### config.mk
export PLATFORM = sky130hd
export DESIGN_NAME = piano_key_select
export DESIGN_NICKNAME = d
export VERILOG_FILES = /design/src/rtl/piano_key_select.sv
export SDC_FILE = /design/constraint.sdc
export NUM_CORES = 1
export LEC_CHECK = 0
export BUFFER_PORTS_ARGS = -buffer_cell sky130_fd_sc_hd__buf_2
export CAP_MARGIN = 25
export CORE_MARGIN = 1.5
export CORE_UTILIZATION = 38
export CTS_BUF_LIST = sky130_fd_sc_hd__clkbuf_16
export DETAILED_ROUTE_END_ITERATION = 6
export PLACE_DENSITY = 0.56
export RECOVER_POWER = 100
export SYNTH_ARGS = -nofsm -noshare
export SYNTH_HDL_FRONTEND = slang
export SYNTH_SLANG_ARGS = --single-unit
### constraint.sdc
create_clock -name clk -period 3.61 [get_ports clk]
set_clock_uncertainty 0.05 [all_clocks]
set_input_delay 0.722 -clock clk [delete_from_list [all_inputs] [get_ports clk]]
set_output_delay 0.722 -clock clk [all_outputs]
set_load 0.05 [all_outputs]
### src/rtl/piano_key_select.sv
// piano_key_select: debounces eight piano keys (A4..A5, A-major scale) and
// selects one note with last-pressed-wins priority. Produces the tone
// counter terminal count (period), a gate (note_on), the selected index and
// a one-cycle pulse whenever the (note_on, note_idx) pair changes.
`timescale 1ns/1ps

module piano_key_select #(
  parameter int unsigned DEBOUNCE_CYCLES = 250000
) (
  input  logic        clk,
  input  logic        reset,
  input  logic [7:0]  keys,
  output logic [15:0] period,
  output logic        note_on,
  output logic [2:0]  note_idx,
  output logic        note_change
);

  localparam int unsigned NKEYS    = 8;
  localparam int unsigned IDX_W    = 3;
  localparam int unsigned PERIOD_W = 16;
  localparam int unsigned CNT_W    = (DEBOUNCE_CYCLES > 1) ? $clog2(DEBOUNCE_CYCLES) : 1;
  localparam logic [CNT_W-1:0] CNT_LAST = CNT_W'(DEBOUNCE_CYCLES - 1);

  typedef enum logic [0:0] {
    IDLE = 1'b0,
    PLAY = 1'b1
  } state_t;

  // Synchronizer, debounce and edge-detect state
  logic [NKEYS-1:0] s1;
  logic [NKEYS-1:0] s2;
  logic [NKEYS-1:0] db;
  logic [NKEYS-1:0] db_d;
  logic [CNT_W-1:0] cnt [NKEYS];
  logic [NKEYS-1:0] press;

  // Selection FSM state and next-state values
  state_t              state;
  state_t              state_nxt;
  logic                note_on_nxt;
  logic [IDX_W-1:0]    note_idx_nxt;
  logic [PERIOD_W-1:0] period_nxt;

  // Previous-cycle copies of the gate/index, used to detect a change
  logic                note_on_d;
  logic [IDX_W-1:0]    note_idx_d;

  // Terminal count for each note of the scale
  function automatic logic [PERIOD_W-1:0] period_rom(input logic [IDX_W-1:0] idx);
    logic [PERIOD_W-1:0] p;
    case (idx)
      3'd0:    p = 16'd56817; // A4
      3'd1:    p = 16'd50618; // B4
      3'd2:    p = 16'd45095; // C#5
      3'd3:    p = 16'd42565; // D5
      3'd4:    p = 16'd37920; // E5
      3'd5:    p = 16'd33783; // F#5
      3'd6:    p = 16'd30097; // G#5
      default: p = 16'd28408; // A5
    endcase
    return p;
  endfunction

  // Index of the highest set bit; zero when no bit is set
  function automatic logic [IDX_W-1:0] highest_idx(input logic [NKEYS-1:0] v);
    logic [IDX_W-1:0] r;
    r = '0;
    for (int i = 0; i < int'(NKEYS); i++) begin
      if (v[i]) r = IDX_W'(i);
    end
    return r;
  endfunction

  // Two-flop synchronizer for the asynchronous buttons
  always_ff @(posedge clk) begin
    if (reset) begin
      s1 <= '0;
      s2 <= '0;
    end else begin
      s1 <= keys;
      s2 <= s1;
    end
  end

  // Per-key debounce: accept a change only after it has been stable long enough
  always_ff @(posedge clk) begin
    if (reset) begin
      db <= '0;
      for (int i = 0; i < int'(NKEYS); i++) begin
        cnt[i] <= '0;
      end
    end else begin
      for (int i = 0; i < int'(NKEYS); i++) begin
        if (s2[i] == db[i]) begin
          cnt[i] <= '0;
        end else if (cnt[i] == CNT_LAST) begin
          db[i]  <= s2[i];
          cnt[i] <= '0;
        end else begin
          cnt[i] <= cnt[i] + CNT_W'(1);
        end
      end
    end
  end

  // Delayed debounced state for press detection
  always_ff @(posedge clk) begin
    if (reset) begin
      db_d <= '0;
    end else begin
      db_d <= db;
    end
  end

  // Rising edge of each debounced key
  assign press = db & ~db_d;

  // FSM state register
  always_ff @(posedge clk) begin
    if (reset) begin
      state <= IDLE;
    end else begin
      state <= state_nxt;
    end
  end

  // Next state and next outputs; a press always beats a release of the current key
  always_comb begin
    state_nxt    = state;
    note_on_nxt  = note_on;
    note_idx_nxt = note_idx;
    period_nxt   = period;
    case (state)
      IDLE: begin
        if (|press) begin
          state_nxt    = PLAY;
          note_on_nxt  = 1'b1;
          note_idx_nxt = highest_idx(press);
          period_nxt   = period_rom(highest_idx(press));
        end
      end
      PLAY: begin
        if (|press) begin
          note_idx_nxt = highest_idx(press);
          period_nxt   = period_rom(highest_idx(press));
        end else if (!db[note_idx]) begin
          if (|db) begin
            note_idx_nxt = highest_idx(db);
            period_nxt   = period_rom(highest_idx(db));
          end else begin
            state_nxt   = IDLE;
            note_on_nxt = 1'b0;
          end
        end
      end
      default: begin
        state_nxt = IDLE;
      end
    endcase
  end

  // Registered note outputs; period is only loaded together with a new index
  always_ff @(posedge clk) begin
    if (reset) begin
      note_on  <= 1'b0;
      note_idx <= '0;
      period   <= '0;
    end else begin
      note_on  <= note_on_nxt;
      note_idx <= note_idx_nxt;
      period   <= period_nxt;
    end
  end

  // Pulse one cycle after the gate or index changes
  always_ff @(posedge clk) begin
    if (reset) begin
      note_on_d   <= 1'b0;
      note_idx_d  <= '0;
      note_change <= 1'b0;
    end else begin
      note_on_d   <= note_on;
      note_idx_d  <= note_idx;
      note_change <= (note_on != note_on_d) || (note_idx != note_idx_d);
    end
  end

endmodule

* Yosys cells after proc, flatten, opt, wreduce, memory -nomap -nowiden
Memory sizes are Yosys's and may differ from the RTL's. Cells that the tools add are included.
Cells by class: $add $sub $neg 8, bitwise gates (word level) 35, multiplexer cells 157, $lt $le $gt $ge 1, eq/ne operators 42, reductions and logical operators 16
Operators by type and width (number):
- $mux W18 | 24
- $pmux W16 S7 | 3
- $add A18 B1 Y18 const B | 8
- $eq A18 B18 Y1 const B | 8
- $mux W1 | 101
- $mux W16 | 4
- $mux W3 | 20
- $pmux W16 S2 | 1
- $eq A3 B3 Y1 const B | 9
- $or A1 B1 Y1 | 24
- $eq A3 B2 Y1 const B | 6
- $reduce_and A2 Y1 | 8
- $reduce_or A8 Y1 | 2
- $eq A3 B1 Y1 const B | 3
- $logic_not A3 Y1 | 3
- $not A1 Y1 | 9
- $and A8 B8 Y8 | 1
- $eq A1 B1 Y1 | 8
- $ne A2 B2 Y1 const B | 4
- $not A8 Y8 | 1
- $pmux W3 S2 | 1
- $lt A3 B4 Y1 const B | 1
- $pmux W1 S2 | 2
- $reduce_and A4 Y1 | 1
- 7 further kinds | 7
Word-level totals: memories kept 1, output and inout bits 21, RAM bits 144, word-level logic and storage cells 278, register bits 58, input bits 10
Memory list:
- cnt | words 8, width 18, read ports 8, clocked after Yosys merged registers in 0, wr ports 8, RTL line 35 | logic [CNT_W-1:0] cnt [NKEYS];

* Depth between registers and ports, before layout
word-level depth 17, mapped depth 10, mapped depth without buffers 8

* Worst setup path before layout
No wires, ideal clock.
path kind register to register, start point reg note_idx[1], end point reg note_idx[1], setup slack 1.342 ns, data required time 3.482 ns, path buffers 1, library setup time 0.078 ns, arrival time 2.140 ns, cell stages (with the launch flop) 8, clock period less this slack 2.268 ns, path through dfxtp_1 mux4_2 mux2i_1 nand2_1 a21oi_4 buf_6 nor2_1 nor3_1
On the way: word-level cells in the longest chain between the ends 4
RTL lines:
- start: declaration | RTL line 15 | output logic [2:0] note_idx,
- start signal: assignment | RTL line 171 | note_idx <= note_idx_nxt;
- $bmux W1 S3 | RTL line 147 | end else if (!db[note_idx]) begin
- $mux W1 (implied by the code) | RTL line 147
- $ne A3 B3 Y1 (no source line)
- $reduce_and A3 Y1 (no source line)
Every way passes these cells. The select of a mux whose other input is x is not followed. A chain may end at the register's enable or synchronous reset.

* Worst setup path after layout
start point reg db[5], end point reg period[9]
On the way: word-level cells in the longest chain between the ends 13, elaborated cells between the ends (all ways) 51, those cells by class 21 x eq/ne; 23 x mux; 1 x bitwise; 6 x reduce/logical
RTL lines:
- start: declaration | RTL line 33 | logic [NKEYS-1:0] db;
- start signal: indexed assignment | RTL line 98 | db[i] <= s2[i];
- $mux W3 (3 in a row) | RTL line 70 | if (v[i]) r = IDX_W'(i);
- $mux W3 | RTL line 148 | if (|db) begin
- $mux W3 | RTL line 147
- $mux W3 | RTL line 144 | if (|press) begin
- $mux W3 | RTL line 134 | case (state)
- $eq A3 B3 Y1 (tied with other cells) | RTL line 52 | case (idx)
- $pmux W16 S7 | RTL line 52
- $mux W16 | RTL line 148
- $mux W16 | RTL line 147
- $mux W16 | RTL line 144
- $pmux W16 S2 | RTL line 134
- end signal: assignment | RTL line 172 | period <= period_nxt;
- end: declaration | RTL line 13 | output logic [15:0] period,
Several ways; a longest one is shown, not always the timed one. The select of a mux whose other input is x is not followed.

==> results_tabular.tex <==
\begin{tabular}{lr}
\hline
Metric & Value \\
\hline
\multicolumn{2}{l}{\textbf{Outcome}} \\
Outcome & finished with violations \\
Violations in the final reports & capacitance limit, slew limit \\
\multicolumn{2}{l}{\textbf{Place}} \\
Detailed placement HPWL & between 10 and 15 mm \\
Number of I/O port buffers & 30 \\
Cell count after placement & between 1000 and 1500 \\
Weighted congestion reported at the end of routability-driven placement & around 0.9 \\
Placed Area & about 11000 sq um \\
\multicolumn{2}{l}{\textbf{Die}} \\
Count of standard-cell rows & 59 \\
Die area & 27400 sq um \\
Die Height & 166 microns \\
Overall die width & $\sim$170 microns \\
Count of pins on the block boundary & 31 \\
Placeable core area & 26000 sq um \\
Starting density of the core & 0.387 \\
\multicolumn{2}{l}{\textbf{Worst setup path}} \\
Worst R2R Start & db[5] \\
Destination of the worst register-to-register timing path & period[9] \\
Data required time at the worst endpoint & a little under 4 ns \\
Worst Path Arrival & 3.29 ns \\
Worst R2R Path Depth & 8 \\
Maximum net fanout on the critical path & 18 \\
Register-to-register setup slack & 0.62 ns \\
Launching element type of the critical path & flop \\
WS Path Type & flop to flop \\
Endpoint kind of the worst setup timing path & flop \\
\multicolumn{2}{l}{\textbf{STA}} \\
Final Hold Slack & 0.383 ns \\
RSZ-0062 raised after global routing & false \\
Number of setup violations in the final report & 0 \\
Worst slew slack as a fraction of its limit & -0.0379 \\
Sum of negative setup slack & 0 ns \\
Final number of hold-violating endpoints & 0 \\
Post-route fraction of the period consumed by the critical path & 0.827 \\
Final period demand of the worst path & 2.99 ns \\
Final max-slew violation count & 36 \\
Worst slew pin tran & around 1.6 ns \\
Max Clock Freq & 0.335 GHz \\
\multicolumn{2}{l}{\textbf{Logic synthesis}} \\
Synth Area in Compound Gates & 0.0429 \\
Dominant combinational cell family by area after synthesis & simple AND/OR/NAND/NOR gates \\
Multiplexer share of the synthesized area & 0.0145 \\
Most area-consuming cells after synthesis & edfxtp\_1 (43\%), dfxtp\_1 (11\%), nor2\_1 (7.6\%) \\
Post-Synth Simple-Gate Area & 0.244 \\
Number of library cell types mapped by synthesis & between 50 and 60 \\
Most common flop cell mapped by yosys & edfxtp\_1 \\
Cells after Synth & between 900 and 1000 \\
Post-Synthesis Cell Area & 10000 sq um \\
Count of state elements after synthesis & 200 \\
Average instance area after synthesis & 10.2 sq um \\
Number of synthesis warnings & 0 \\
Xor-xnor portion of the synthesized cell area & 0.119 \\
Count of flip-flops with a built-in enable after synthesis & 144 \\
Share of synthesized registers carrying an async set or reset & 0 \\
Area share of the largest cell type after synthesis & 0.431 \\
Sequential-to-total area share from yosys stat & 0.542 \\
Synthesized-area fraction occupied by adder cells & 0.0125 \\
Area leader, netlist & edfxtp\_1 \\
\multicolumn{2}{l}{\textbf{Global routing}} \\
Met2 global-route usage & 0.223 \\
Global routing usage on met3 & 0.0290 \\
Number of antenna violations at the first check in global routing & 0 \\
Met1 layer usage reported by global route & 0.201 \\
Busiest metal layer after global routing & met2 \\
Number of global-route vias before repair & around 6700 \\
Global-route wire length before repair & roughly 32 mm \\
Global route overflow & 0 \\
Pin count of the biggest net entering global routing & 36 \\
All-layer global routing usage & 0.144 \\
\multicolumn{2}{l}{\textbf{Clock tree}} \\
CTS tree & done \\
Cell at the root of the clock tree & clkbuf\_16 \\
Clk sinks & 200 \\
Number of buffers inserted by hold repair at cts & 0 \\
Number of setup buffers added after CTS & 0 \\
Number of gates given a new drive strength after cts & 0 \\
Clock insertion delay at the later pin of the skew report & 0.43 ns \\
Largest buffer count on any clock path & 2 \\
Clk pin slew, worst setup/hold paths & 0.08 ns \\
Number of clock buffers inserted by TritonCTS & 17 \\
H-tree levels & 4 \\
\multicolumn{2}{l}{\textbf{Detailed routing}} \\
Residual antenna-violating net count after detailed routing & 0 \\
DRC violations left & 0 \\
Vias per Instance & 4.66 \\
Final routed wirelength across all metal layers & between 15 and 20 mm \\
Detailed-router iteration count before antenna repair & 4 \\
Via Count & 6957 \\
DR iter-0 viols & between 300 and 400 \\
Routed length per placed instance & 12.2 microns \\
\multicolumn{2}{l}{\textbf{Cells and area}} \\
Share of cells above drive strength 1 & 0.0380 \\
Count of inserted antenna diode cells & 0 \\
Fin cells & 1494 \\
Post-layout instance area & 11500 sq um \\
Commonest cells after routing, fill and taps aside & nor2\_1 (203), edfxtp\_1 (144), conb\_1 (144), xor2\_1 (77), nand2\_1 (71) \\
Area Overhead vs Synth & 14.3\% \\
Most common library cell in the layout ignoring fill and taps & nor2\_1 \\
Net count reported at finish & 1166 \\
Final standard cell utilization of the core & 0.442 \\
\multicolumn{2}{l}{\textbf{Run}} \\
Reported max-cap violation count & 1 \\
\multicolumn{2}{l}{\textbf{Power and ir drop}} \\
Power per cell area & 394 nW/um\^{}2 \\
Worst supply voltage drop on vdd & 0.000256 V \\
Cell leakage power & 3.97 nW \\
\multicolumn{2}{l}{\textbf{Worst hold path}} \\
Hold Crit Start & s1[7] \\
Min-delay worst type & flop to flop \\
Worst Hold End & s2[7] \\
Cell depth of the worst min-delay path & 1 \\
\hline
\end{tabular}
==> layout make-up <==
| type | instances | area, sq um |
|---|---|---|
| Clock buffer | 18 | 450 |
| Clock inverter | 14 | 87.6 |
| Fill cell | 2578 | 14500 |
| Inverter | 18 | 67.6 |
| Multi-Input combinational cell | 873 | 4860 |
| Sequential cell | 200 | 5450 |
| Tap cell | 335 | 419 |
| Timing Repair Buffer | 36 | 156 |
==> stage by stage <==
stage               worst slack (ns)  total power, mW
floorplan                       1.34             2.77
global placement                1.05             2.81
detailed placement             0.898             2.81
CTS                            0.911             4.58
global route                   0.341             4.72
finish                         0.625             4.52
==> worst max-delay path, cell delays in order, from the launching register on <==
cell and delay, ns:
dfxtp_1 0.62, nor2b_1 0.49, nor4_1 0.20, nand2_1 0.15, nor2_1 0.08, ha_1 0.20
a21oi_2 0.60, o311ai_0 0.32, a21oi_1 0.21
==> per-layer routing <==
metal	up-vias	share of wire
met4	0	0.012
met5	-	0
li1	3632	-
met3	16	0.032
met1	3221	0.50
met2	88	0.45
==> flip-flops by register name, summed over array words and instances (netlist names) <==
register / cells
s1: 8
state: 1
db_d: 8
period: 14
s2: 8
note_on_d: 1
note_change: 1
note_on: 1
db: 8
note_idx: 3
cnt: 144
note_idx_d: 3
==> power breakdown <==
part | switching [mW] | total, mW | leakage (nW) | internal [mW]
clock network | 0.841 | 1.76 | 0.272 | 0.915
logic | 0.0893 | 0.151 | 1.76 | 0.0620
registers | 0.0757 | 2.61 | 1.94 | 2.54
==> cells by family (layout without fill, tap and decap cells) <==
logic type / after synthesis / count (layout)
mux: 12 / 12
other cells: 1 / 144
simple gates: 503 / 503
compound gates: 68 / 68
xor+xnor: 136 / 136
flops: 200 / 200
fa+ha+maj: 10 / 10
buf+inv: 57 / 86
==> synthesized netlist by cell type, drive strengths merged, types with 16 or more instances <==
cell and count:
nor2 203, xnor2 59, nand2 72, dfxtp 56
a21oi 29, edfxtp 144, and3 16, nor4 18
nor2b 34, nand3 59, inv 18, xor2 77
buf 23, nand4 31, clkbuf 16
==> worst max path at each step <==
stage / start / end / slack, ns
global route: db[5] / period[9] / 0.34
floorplan: note_idx[1] / note_idx[1] / 1.34
global placement: db[5] / note_idx[0] / 1.05
detailed placement: db[5] / period[9] / 0.90
finish: db[5] / period[9] / 0.62
CTS: db[5] / period[9] / 0.91
Note: power is estimated with default switching activity, not from simulation.
